File: src/rtl/arb4_handshake_if.sv
`default_nettype none
// ============================================================================
// Module : arb4_handshake_if
// Client handshake and arbiter request/grant bundle for arb4_handshake.
// Rev    : 1.0
// ============================================================================
interface arb4_handshake_if;
  logic [3:0] cli_req;
  logic [3:0] cli_done;
  logic [3:0] cli_ack;
  logic [3:0] arb_req;
  logic [3:0] arb_gnt;
  logic [1:0] owner;
  logic       busy;
  logic       timeout_err;
  logic       conflict_err;

  modport master (
    output cli_req, cli_done, arb_gnt,
    input  cli_ack, arb_req, owner, busy, timeout_err, conflict_err
  );

  modport slave (
    input  cli_req, cli_done, arb_gnt,
    output cli_ack, arb_req, owner, busy, timeout_err, conflict_err
  );
endinterface
`default_nettype wire

File: src/rtl/arb4_handshake.sv
`default_nettype none
// ============================================================================
// Module : arb4_handshake
// Four-phase client front end for a 4-way mutex arbiter: grant sync,
// bounded ownership time and grant-exclusivity monitoring.
// Rev    : 1.0
// ============================================================================
module arb4_handshake #(
  parameter int SYNC_STAGES = 2,
  parameter int HOLD_MAX    = 255,
  parameter int CW          = 16
) (
  input  logic            clk,
  input  logic            rst_n,
  arb4_handshake_if.slave bus
);

  typedef enum logic [1:0] {
    S_IDLE    = 2'd0,
    S_REQ     = 2'd1,
    S_GRANT   = 2'd2,
    S_RELEASE = 2'd3
  } state_t;

  localparam logic [CW-1:0] HOLD_LAST = CW'(HOLD_MAX - 1);
  localparam logic [CW-1:0] CNT_SAT   = {CW{1'b1}};

  logic [SYNC_STAGES-1:0][3:0] sync_q;
  logic [3:0]                  gs;

  state_t        state_q [4];
  state_t        state_d [4];

  logic [CW-1:0] cnt_q;
  logic [CW-1:0] cnt_d;
  logic [3:0]    arb_req_q;
  logic [3:0]    cli_ack_q;
  logic [1:0]    owner_q;
  logic          busy_q;
  logic          timeout_q;
  logic          conflict_q;

  logic [3:0]    in_grant;
  logic [3:0]    want_grant;
  logic [3:0]    enter_grant;
  logic [3:0]    grant_d;
  logic [3:0]    req_d;
  logic [1:0]    owner_d;
  logic          any_grant;
  logic          hold_hit;
  logic          timeout_d;
  logic          conflict_d;

  always_ff @(posedge clk or negedge rst_n) begin
    if (!rst_n) begin
      sync_q <= '0;
    end else begin
      sync_q <= {sync_q[SYNC_STAGES-2:0], bus.arb_gnt};
    end
  end

  assign gs = sync_q[SYNC_STAGES-1];

  always_comb begin
    in_grant   = '0;
    want_grant = '0;
    for (int i = 0; i < 4; i++) begin
      in_grant[i]   = (state_q[i] == S_GRANT);
      want_grant[i] = (state_q[i] == S_REQ) && gs[i];
    end
  end

  assign any_grant = |in_grant;
  assign hold_hit  = (cnt_q == HOLD_LAST);

  // Lowest index wins a simultaneous entry; nobody enters while the resource is held.
  assign enter_grant = any_grant ? 4'b0000 : (want_grant & (~want_grant + 4'd1));

  assign conflict_d = conflict_q
                    | ((gs & (gs - 4'd1)) != 4'd0)
                    | ((want_grant & (want_grant - 4'd1)) != 4'd0);

  always_comb begin
    timeout_d = 1'b0;
    grant_d   = '0;
    req_d     = '0;
    for (int i = 0; i < 4; i++) begin
      state_d[i] = state_q[i];
      case (state_q[i])
        S_IDLE: begin
          if (bus.cli_req[i]) state_d[i] = S_REQ;
        end
        S_REQ: begin
          if (enter_grant[i])       state_d[i] = S_GRANT;
          else if (!bus.cli_req[i]) state_d[i] = S_RELEASE;
        end
        S_GRANT: begin
          if (bus.cli_done[i]) begin
            state_d[i] = S_RELEASE;
          end else if (hold_hit) begin
            state_d[i] = S_RELEASE;
            timeout_d  = 1'b1;
          end
        end
        S_RELEASE: begin
          // Wait for the mutex to drop its grant before a new request can start.
          if (!gs[i] && !bus.cli_req[i]) state_d[i] = S_IDLE;
        end
        default: state_d[i] = S_IDLE;
      endcase
      grant_d[i] = (state_d[i] == S_GRANT);
      req_d[i]   = (state_d[i] == S_REQ) || (state_d[i] == S_GRANT);
    end
  end

  always_comb begin
    cnt_d = cnt_q;
    if (|enter_grant) begin
      cnt_d = '0;
    end else if (any_grant && (cnt_q != CNT_SAT)) begin
      cnt_d = cnt_q + CW'(1);
    end
  end

  assign owner_d = {grant_d[3] | grant_d[2], grant_d[3] | grant_d[1]};

  always_ff @(posedge clk or negedge rst_n) begin
    if (!rst_n) begin
      for (int i = 0; i < 4; i++) state_q[i] <= S_IDLE;
      cnt_q      <= '0;
      arb_req_q  <= '0;
      cli_ack_q  <= '0;
      owner_q    <= '0;
      busy_q     <= 1'b0;
      timeout_q  <= 1'b0;
      conflict_q <= 1'b0;
    end else begin
      for (int i = 0; i < 4; i++) state_q[i] <= state_d[i];
      cnt_q      <= cnt_d;
      arb_req_q  <= req_d;
      cli_ack_q  <= grant_d;
      owner_q    <= owner_d;
      busy_q     <= |grant_d;
      timeout_q  <= timeout_d;
      conflict_q <= conflict_d;
    end
  end

  assign bus.arb_req      = arb_req_q;
  assign bus.cli_ack      = cli_ack_q;
  assign bus.owner        = owner_q;
  assign bus.busy         = busy_q;
  assign bus.timeout_err  = timeout_q;
  assign bus.conflict_err = conflict_q;

endmodule
`default_nettype wire

File: src/flat_wrapper.sv
// flat-port wrapper written by rule: the top's interface ports become plain ports
module arb4_handshake_flat 
#(
  parameter int SYNC_STAGES = 2,
  parameter int HOLD_MAX    = 255,
  parameter int CW          = 16
)
  (clk, rst_n, bus_cli_req, bus_cli_done, bus_arb_gnt, bus_cli_ack, bus_arb_req, bus_owner, bus_busy, bus_timeout_err, bus_conflict_err);
  arb4_handshake_if bus_i ();
  input  logic clk;
  input  logic rst_n;
  input wire logic [$bits(bus_i.cli_req)-1:0] bus_cli_req;
  input wire logic [$bits(bus_i.cli_done)-1:0] bus_cli_done;
  input wire logic [$bits(bus_i.arb_gnt)-1:0] bus_arb_gnt;
  output wire logic [$bits(bus_i.cli_ack)-1:0] bus_cli_ack;
  output wire logic [$bits(bus_i.arb_req)-1:0] bus_arb_req;
  output wire logic [$bits(bus_i.owner)-1:0] bus_owner;
  output wire logic [$bits(bus_i.busy)-1:0] bus_busy;
  output wire logic [$bits(bus_i.timeout_err)-1:0] bus_timeout_err;
  output wire logic [$bits(bus_i.conflict_err)-1:0] bus_conflict_err;
  assign bus_i.cli_req = bus_cli_req;
  assign bus_i.cli_done = bus_cli_done;
  assign bus_i.arb_gnt = bus_arb_gnt;
  assign bus_cli_ack = bus_i.cli_ack;
  assign bus_arb_req = bus_i.arb_req;
  assign bus_owner = bus_i.owner;
  assign bus_busy = bus_i.busy;
  assign bus_timeout_err = bus_i.timeout_err;
  assign bus_conflict_err = bus_i.conflict_err;
  arb4_handshake #(.SYNC_STAGES(SYNC_STAGES), .HOLD_MAX(HOLD_MAX), .CW(CW)) u_core (.clk(clk), .rst_n(rst_n), .bus(bus_i));
endmodule
File: config.mk
export PLATFORM = sky130hd
export DESIGN_NAME = arb4_handshake_flat
export DESIGN_NICKNAME = d
export VERILOG_FILES = /design/src/rtl/arb4_handshake_if.sv /design/src/rtl/arb4_handshake.sv /design/src/flat_wrapper.sv
export SDC_FILE = /design/constraint.sdc
export NUM_CORES = 1
export LEC_CHECK = 0
export CAP_MARGIN = 20
export CORE_AREA = 3 3 60 76
export DETAILED_ROUTE_END_ITERATION = 6
export DIE_AREA = 0 0 63 79
export PLACE_DENSITY = 0.77
export SETUP_SLACK_MARGIN = 0.5
export SLEW_MARGIN = 20
export SYNTH_ARGS = -nofsm -noshare
export SYNTH_HDL_FRONTEND = slang
export SYNTH_SLANG_ARGS = --single-unit
File: constraint.sdc
create_clock -name clk -period 6.05 [get_ports clk]
set_clock_uncertainty 0.05 [all_clocks]
set_input_delay 0.9075 -clock clk [delete_from_list [all_inputs] [get_ports clk]]
set_output_delay 0.9075 -clock clk [all_outputs]
set_load 0.02 [all_outputs]
==> results.sh <==
export IMPL_reg2reg_from="u_core.cnt_q[4]"
export IMPL_postCtsHoldBufs=0
export IMPL_worst_pin_slew_ns=0.9445
export IMPL_fin_nets=255
export IMPL_dp_cells=282
export IMPL_synth_top_cell_by_area="dfrtp_1"
export IMPL_ant_nets=0
export IMPL_cts_clk_slew_worst_paths_ns=0.08
export IMPL_yosys_warnings=0
export IMPL_ys_types=47
export IMPL_initial_core_util_pct=55.19
export IMPL_antenna_cells=0
export IMPL_setup_slack_ns=3.305
export IMPL_hold_viol_final=0
export IMPL_drcViolationCount=0
export IMPL_clock_sinks=45
export IMPL_hold_start="u_core.sync_q[1]"
export IMPL_drv_slew=0
export IMPL_min_to="u_core.gs[1]"
export IMPL_io_pins=27
export IMPL_final_setup_tns_ns=0
export IMPL_cts_buffer_depth=2
export IMPL_place_ws_ns=3.171
export IMPL_synth_avg_cell_area_um2=10.41
export IMPL_die_width_um=63
export IMPL_required_ns=6.18
export IMPL_wl_mm=4.321
export IMPL_hold_slack_ns=0.3041
export IMPL_grt_total_usage_pct=19.10
export IMPL_max_freq_mhz=364.3
export IMPL_startpoint_type="flip-flop"
export IMPL_avgViaCountPerCell=5.872
export IMPL_place_congestion=0.8190
export IMPL_reg2reg_slack_ns=3.30
export IMPL_htree_levels=2
export IMPL_core_area_um2=3847
export IMPL_ys_flop_type="dfrtp_1"
export IMPL_worst_path_max_fanout=7
export IMPL_powerDensity_nw_per_um2=438.1
export IMPL_wl_per_cell_um=14.90
export IMPL_maxCapViolations=0
export IMPL_cts_setup_buffers=0
export IMPL_ys_ff_latch=45
export IMPL_die_area_um2=4977
export IMPL_drive_gt1_share_pct=6.780
export IMPL_fillers=319
export IMPL_grt_overflow_total=0
export IMPL_synth_common_cells="dfrtp_1 (45), nor2_1 (19), nand2_1 (17)"
export IMPL_async_flop_share_pct=100.0
export IMPL_drt_iter0_drc=108
export IMPL_synth_edf_count=0
export IMPL_syn_area_um2=2123
export IMPL_min_period_ns=2.745
export IMPL_fin_cells=290
export IMPL_dr_total_vias=1703
export IMPL_grt_setup_unrepaired="no"
export IMPL_cts_made_buffers=5
export IMPL_cts_resized=0
export IMPL_synthCells=204
export IMPL_synthToLayoutAreaGrowth_pct=19.27
export IMPL_path_class="reg2reg"
export IMPL_hold_depth=0
export IMPL_cp_end_kind="flip-flop"
export IMPL_synth_most_common_cell="dfrtp_1"
export IMPL_fp_row_count=25
export IMPL_synth_top_area_share_pct=53.03
export IMPL_grt_max_degree=46
export IMPL_die_h_um=79
export IMPL_antenna_found_initial=0
export IMPL_grt_pass1_wl_mm=7.327
export IMPL_dp_hpwl_mm=3.166
export IMPL_r2r_end="u_core.bus.busy"
export IMPL_max_vdd_ir_drop_v=0.0001918
export IMPL_grt_pass1_vias=1593
export IMPL_clock_latency_ns=0.30
export IMPL_finalPower_uw=1110
export IMPL_slew_headroom_pct=37.03
export IMPL_seq_area_frac_synth_pct=53.03
export IMPL_first_pass_iters=4
export IMPL_fin_crit_sh_pct=45.37
export IMPL_power_leakage_uw=0.001086
export IMPL_synth_top_cells_by_area="dfrtp_1 (53%), ha_1 (3.5%), nor2_1 (3.4%)"
export IMPL_cts_tree="done"
export IMPL_root_buffer="clkbuf_8"
export IMPL_crit_arrival_ns=2.88
export IMPL_setup_viol=0
export IMPL_r2r_cells=8
export IMPL_outcome="finished clean"
export IMPL_hold_class="reg2reg"
export IMPL_port_buffers=26
export IMPL_syn_nets=224
how the worst max path moves through the flow:
| stage | startpoint | end | slack (ns) | cells past startpoint |
|---|---|---|---|---|
| 2_1_floorplan | u_core.cnt_q[6] | u_core.bus.busy | 3.56 | 8 |
| 3_3_place_gp | bus_cli_req[1] | u_core.bus.busy | 3.22 | 7 |
| 3_5_place_dp | bus_cli_req[1] | u_core.bus.busy | 3.17 | 7 |
| 4_1_cts | u_core.cnt_q[6] | u_core.bus.busy | 3.32 | 8 |
| 5_1_grt | u_core.cnt_q[4] | u_core.bus.busy | 3.15 | 8 |
| 6_report | u_core.cnt_q[4] | u_core.bus.busy | 3.30 | 8 |
cell families (layout without fill, tap and decap cells):
group	Yosys count	count (layout)	synth area share, %
compound gates	41	41	13.44
buf+inv	10	42	1.886
xor+xnor	6	6	2.475
mux	2	2	0.9429
simple gates	93	93	24.22
fa+ha+maj	7	7	4.007
flops	45	45	53.03
sequential cells by signal, indices dropped and copies added, names as in the netlist:
name and count:
u_core.bus.arb_req 4, u_core.bus.busy 1, u_core.bus.cli_ack 4, u_core.bus.conflict_err 1, u_core.bus.owner 2, u_core.bus.timeout_err 1, u_core.cnt_q 16, u_core.gs 4
u_core.state_q 8, u_core.sync_q 4
critical path: stages, from the launching register on:
cell,delay (ns)
dfrtp_1,0.43
nand4_2,0.19
or4_1,0.45
nor2_2,0.21
nor3b_1,0.10
o32a_1,0.34
ha_1,0.22
or2_2,0.32
or3_1,0.31
stage by stage:
step / util, % / cell area (um2)
2_1_floorplan: - / 2123
3_3_place_gp: 63.32 / 2436
3_5_place_dp: 63.32 / 2436
4_1_cts: 65.82 / 2532
5_1_grt: 65.82 / 2532
6_report: 65.82 / 2532
metal layers:
layer	vias up	global-route usage, %	wire length, um
met2	59	31.78	2152
met5	-	0	0
met4	0	9.492	133
met3	17	4.102	213
li1	820	-	-
met1	807	23.45	1822
power breakdown:
group	leakage [uW]	switching (uW)	total (uW)	internal, uW
Clock	0.0000512	100	193	92.5
Combinational	0.000482	265	462	197
Sequential	0.000553	72.4	455	383
cells in the final DEF, fill, tap and decap left out, types with 2 or more instances in the layout:
cell / n
nor4_1: 3
or3_1: 2
o211ai_1: 2
o21ai_0: 4
nor2_1: 19
nand4_2: 2
nand4_1: 6
o21bai_1: 3
a311oi_1: 2
nand3b_1: 3
and4_1: 3
o21a_1: 2
nand2_1: 17
mux2i_1: 2
inv_1: 8
nand4b_1: 2
nand2b_1: 4
nor3_1: 10
a21oi_1: 5
or2_2: 2
nand3_1: 10
clkdlybuf4s50_1: 25
a211oi_1: 2
or4_1: 2
dfrtp_1: 45
o22ai_1: 2
ha_1: 6
xor2_1: 6
nor3b_1: 2
clkbuf_8: 6
o31ai_1: 4
a31oi_1: 3
o21ai_1: 4
area by class of cell:
cell class | instances | area [um2] | area share (%)
clock buffer | 6 | 82.58 | 3.261
clock inverter | 2 | 13.76 | 0.5435
inverter | 8 | 30.03 | 1.186
multi-input combinational | 149 | 957.2 | 37.80
sequential | 45 | 1126 | 44.47
tap | 54 | 67.56 | 2.668
timing repair buffer | 26 | 255.2 | 10.08
(Power assumes the default switching activity.)
==> RTL change, RTL diff (same settings) <==
`CW` is set to 16 in 2 places; all go to 15.
--- a/src/rtl/arb4_handshake.sv
+++ b/src/rtl/arb4_handshake.sv
@@ -9,5 +9,5 @@
   parameter int SYNC_STAGES = 2,
   parameter int HOLD_MAX    = 255,
-  parameter int CW          = 16
+  parameter int CW          = 15
 ) (
   input  logic            clk,
--- a/src/flat_wrapper.sv
+++ b/src/flat_wrapper.sv
@@ -4,5 +4,5 @@
   parameter int SYNC_STAGES = 2,
   parameter int HOLD_MAX    = 255,
-  parameter int CW          = 16
+  parameter int CW          = 15
 )
   (clk, rst_n, bus_cli_req, bus_cli_done, bus_arb_gnt, bus_cli_ack, bus_arb_req, bus_owner, bus_busy, bus_timeout_err, bus_conflict_err);
Check against the original RTL: same outputs for any inputs over 10 cycles, from zero or initial values and one cycle with rst_n low; that may be too few to reach the edited logic, so the function may still have changed.
==> RTL change against the unedited design <==
Sequential cell count fell by 1; worst setup slack got worse by 0.13 ns; design area fell by 2.3%; wire length rose by 3.4%; first-iteration DRC count fell by 13%; critical path type unchanged; non-clock buffer count did not move; area after synthesis fell by 2.8%; total power fell by 0.63%; largest power group unchanged; critical path depth rose by 2.
==> RTL change: results (changes against the unedited design) <==
R2R depth: 10 (+2)
Clk Latency, worst-skew pair: 0.30 ns (about the same)
Reg2Reg Setup Slack: 3.17 ns (-0.13 ns)
Crit path from: u_core.cnt_q[0]
H-tree depth: 2 (unchanged)
Regs by FF count: u_core.cnt_q (15), u_core.state_q (8)
Root Buffer: clkbuf_8
Delay-heaviest family, CP: simple AND/OR/NAND/NOR gates
DRT Pass-1 Iters: 4 (unchanged)
GP Congestion: 0.844 (+3.1%)
CP endpoint: u_core.bus.busy
Largest cells by area after synthesis: dfrtp_1 (53%), ha_1 (3.6%), nor2_1 (3.1%), xnor2_1 (2.5%), mux2i_1 (2.4%)
Average wire per standard cell: 16.2 µm (+8.6%)
Ant diodes: 0 (unchanged)
Synthesized Nets: 209 (-6.7%)
Layout cells sized above 1: 9.91% (+3.1 points)
Post-cts resize count: 0 (unchanged)
Routed vias/inst: 5.77 (-1.8%)
CP max FO: 6 (-1)
Yosys Warn Count: 0 (unchanged)
Largest net degree at the start of global routing: 45 (-2.2%)
Worst Tran Pin Value: 0.944 ns (-0.000672 ns)
Overall Global Routing Usage: 19.7% (+0.64 points)
Vias in the first global route: 1,671 (+4.9%)
Top cells by count, synth: dfrtp_1 (44), nor2_1 (17), inv_1 (12)
Via Count: 1,592 (-6.5%)
First-pass GRT wire length: 7520 µm (+2.6%)
Sw Ratio: 38.9% (-0.58 points)
Clk slew on worst S/H paths: 0.08 ns (about the same)
Clock buffer depth: 2 (unchanged)
Area of placed instances: 2380 µm² (-2.5%)
Period utilization: 47.5% (+2.2 points)
Tightest Hold Check Type: flop to flop
Syn_area_per_cell: 10.9 µm² (+4.9%)
Layout net count: 241 (-5.5%)
Dpl cells: 268 (-5.0%)
Netlist cell types: 46 (-2.1%)
Post-synth ARST share: 100% (unchanged)
Slowest stage cell, crit path: dfrtp_1
Status: finished clean
Slowest stage delay, CP: 0.44 ns
Cts bufs inserted: 5 (unchanged)
Initial antenna violation count: 0 (unchanged)
HPWL after detailed placement: 3420 µm (+8.2%)
PortBufs: 26 (unchanged)
Worst EP arrival: 3.01 ns (+0.13 ns)
Seq/Total Area, Yosys: 53.3% (+0.30 points)
Worst IR Drop VDD: 0.303 mV (+58%)
Leak: 1.09 nW (+0.76%)
Setup bufs post-CTS: 0 (unchanged)
Drt initial violations: 94 (-13%)
## RTL change: cell types whose count changed after synthesis, sizes merged, moves of 3 or more
cell	change
o31ai	-3
nand4	-3
inv	+4
xor2	-6
xnor2	+6
nand2	-9
nor2	-3
mux2i	+3
## RTL change: area by class of cell
type,instances,area [µm²]
Multi-Input combinational cell,132,907
Clock inverter,2,15.0
Clock buffer,6,82.6
Inverter,12,45.0
Timing Repair Buffer,26,255
Tap cell,54,67.6
Sequential cell,44,1100
Fill cell,337,1370
## RTL change: worst min-delay path by stage
stage | from | endpoint | slack (ns) | cells past startpoint
global route | u_core.sync_q[2] | u_core.gs[2] | 0.32 | 0
floorplan | u_core.sync_q[0] | u_core.gs[0] | 0.28 | 0
finish | u_core.sync_q[2] | u_core.gs[2] | 0.32 | 0
detailed placement | u_core.sync_q[2] | u_core.gs[2] | 0.29 | 0
global placement | u_core.sync_q[2] | u_core.gs[2] | 0.28 | 0
CTS | u_core.sync_q[2] | u_core.gs[2] | 0.31 | 0
## RTL change: cells by family (layout without fill, tap and decap cells)
family	Yosys count	in the layout	share of synthesized area (%)
fa+ha+maj	7	7	4.12
buf+inv	13	46	2.73
xor+xnor	6	6	2.55
flops	44	44	53.3
simple gates	78	78	23.5
compound gates	36	36	11.4
mux	5	5	2.42
## RTL change: routing by layer
metal | GRT usage [%] | wire length (µm)
met1 | 20.8 | 1730
met2 | 35.0 | 2390
met3 | 5.52 | 182
met4 | 11.5 | 167
met5 | 0 | 0
## RTL change: power groups by stage
stage               clock [mW]  sequential [mW]  combinational, mW
finish                   0.190            0.446              0.466
global route             0.210            0.460              0.518
CTS                      0.195            0.445              0.473
detailed placement           0            0.451              0.468
global placement             0            0.443              0.451
floorplan                    0            0.479              0.276
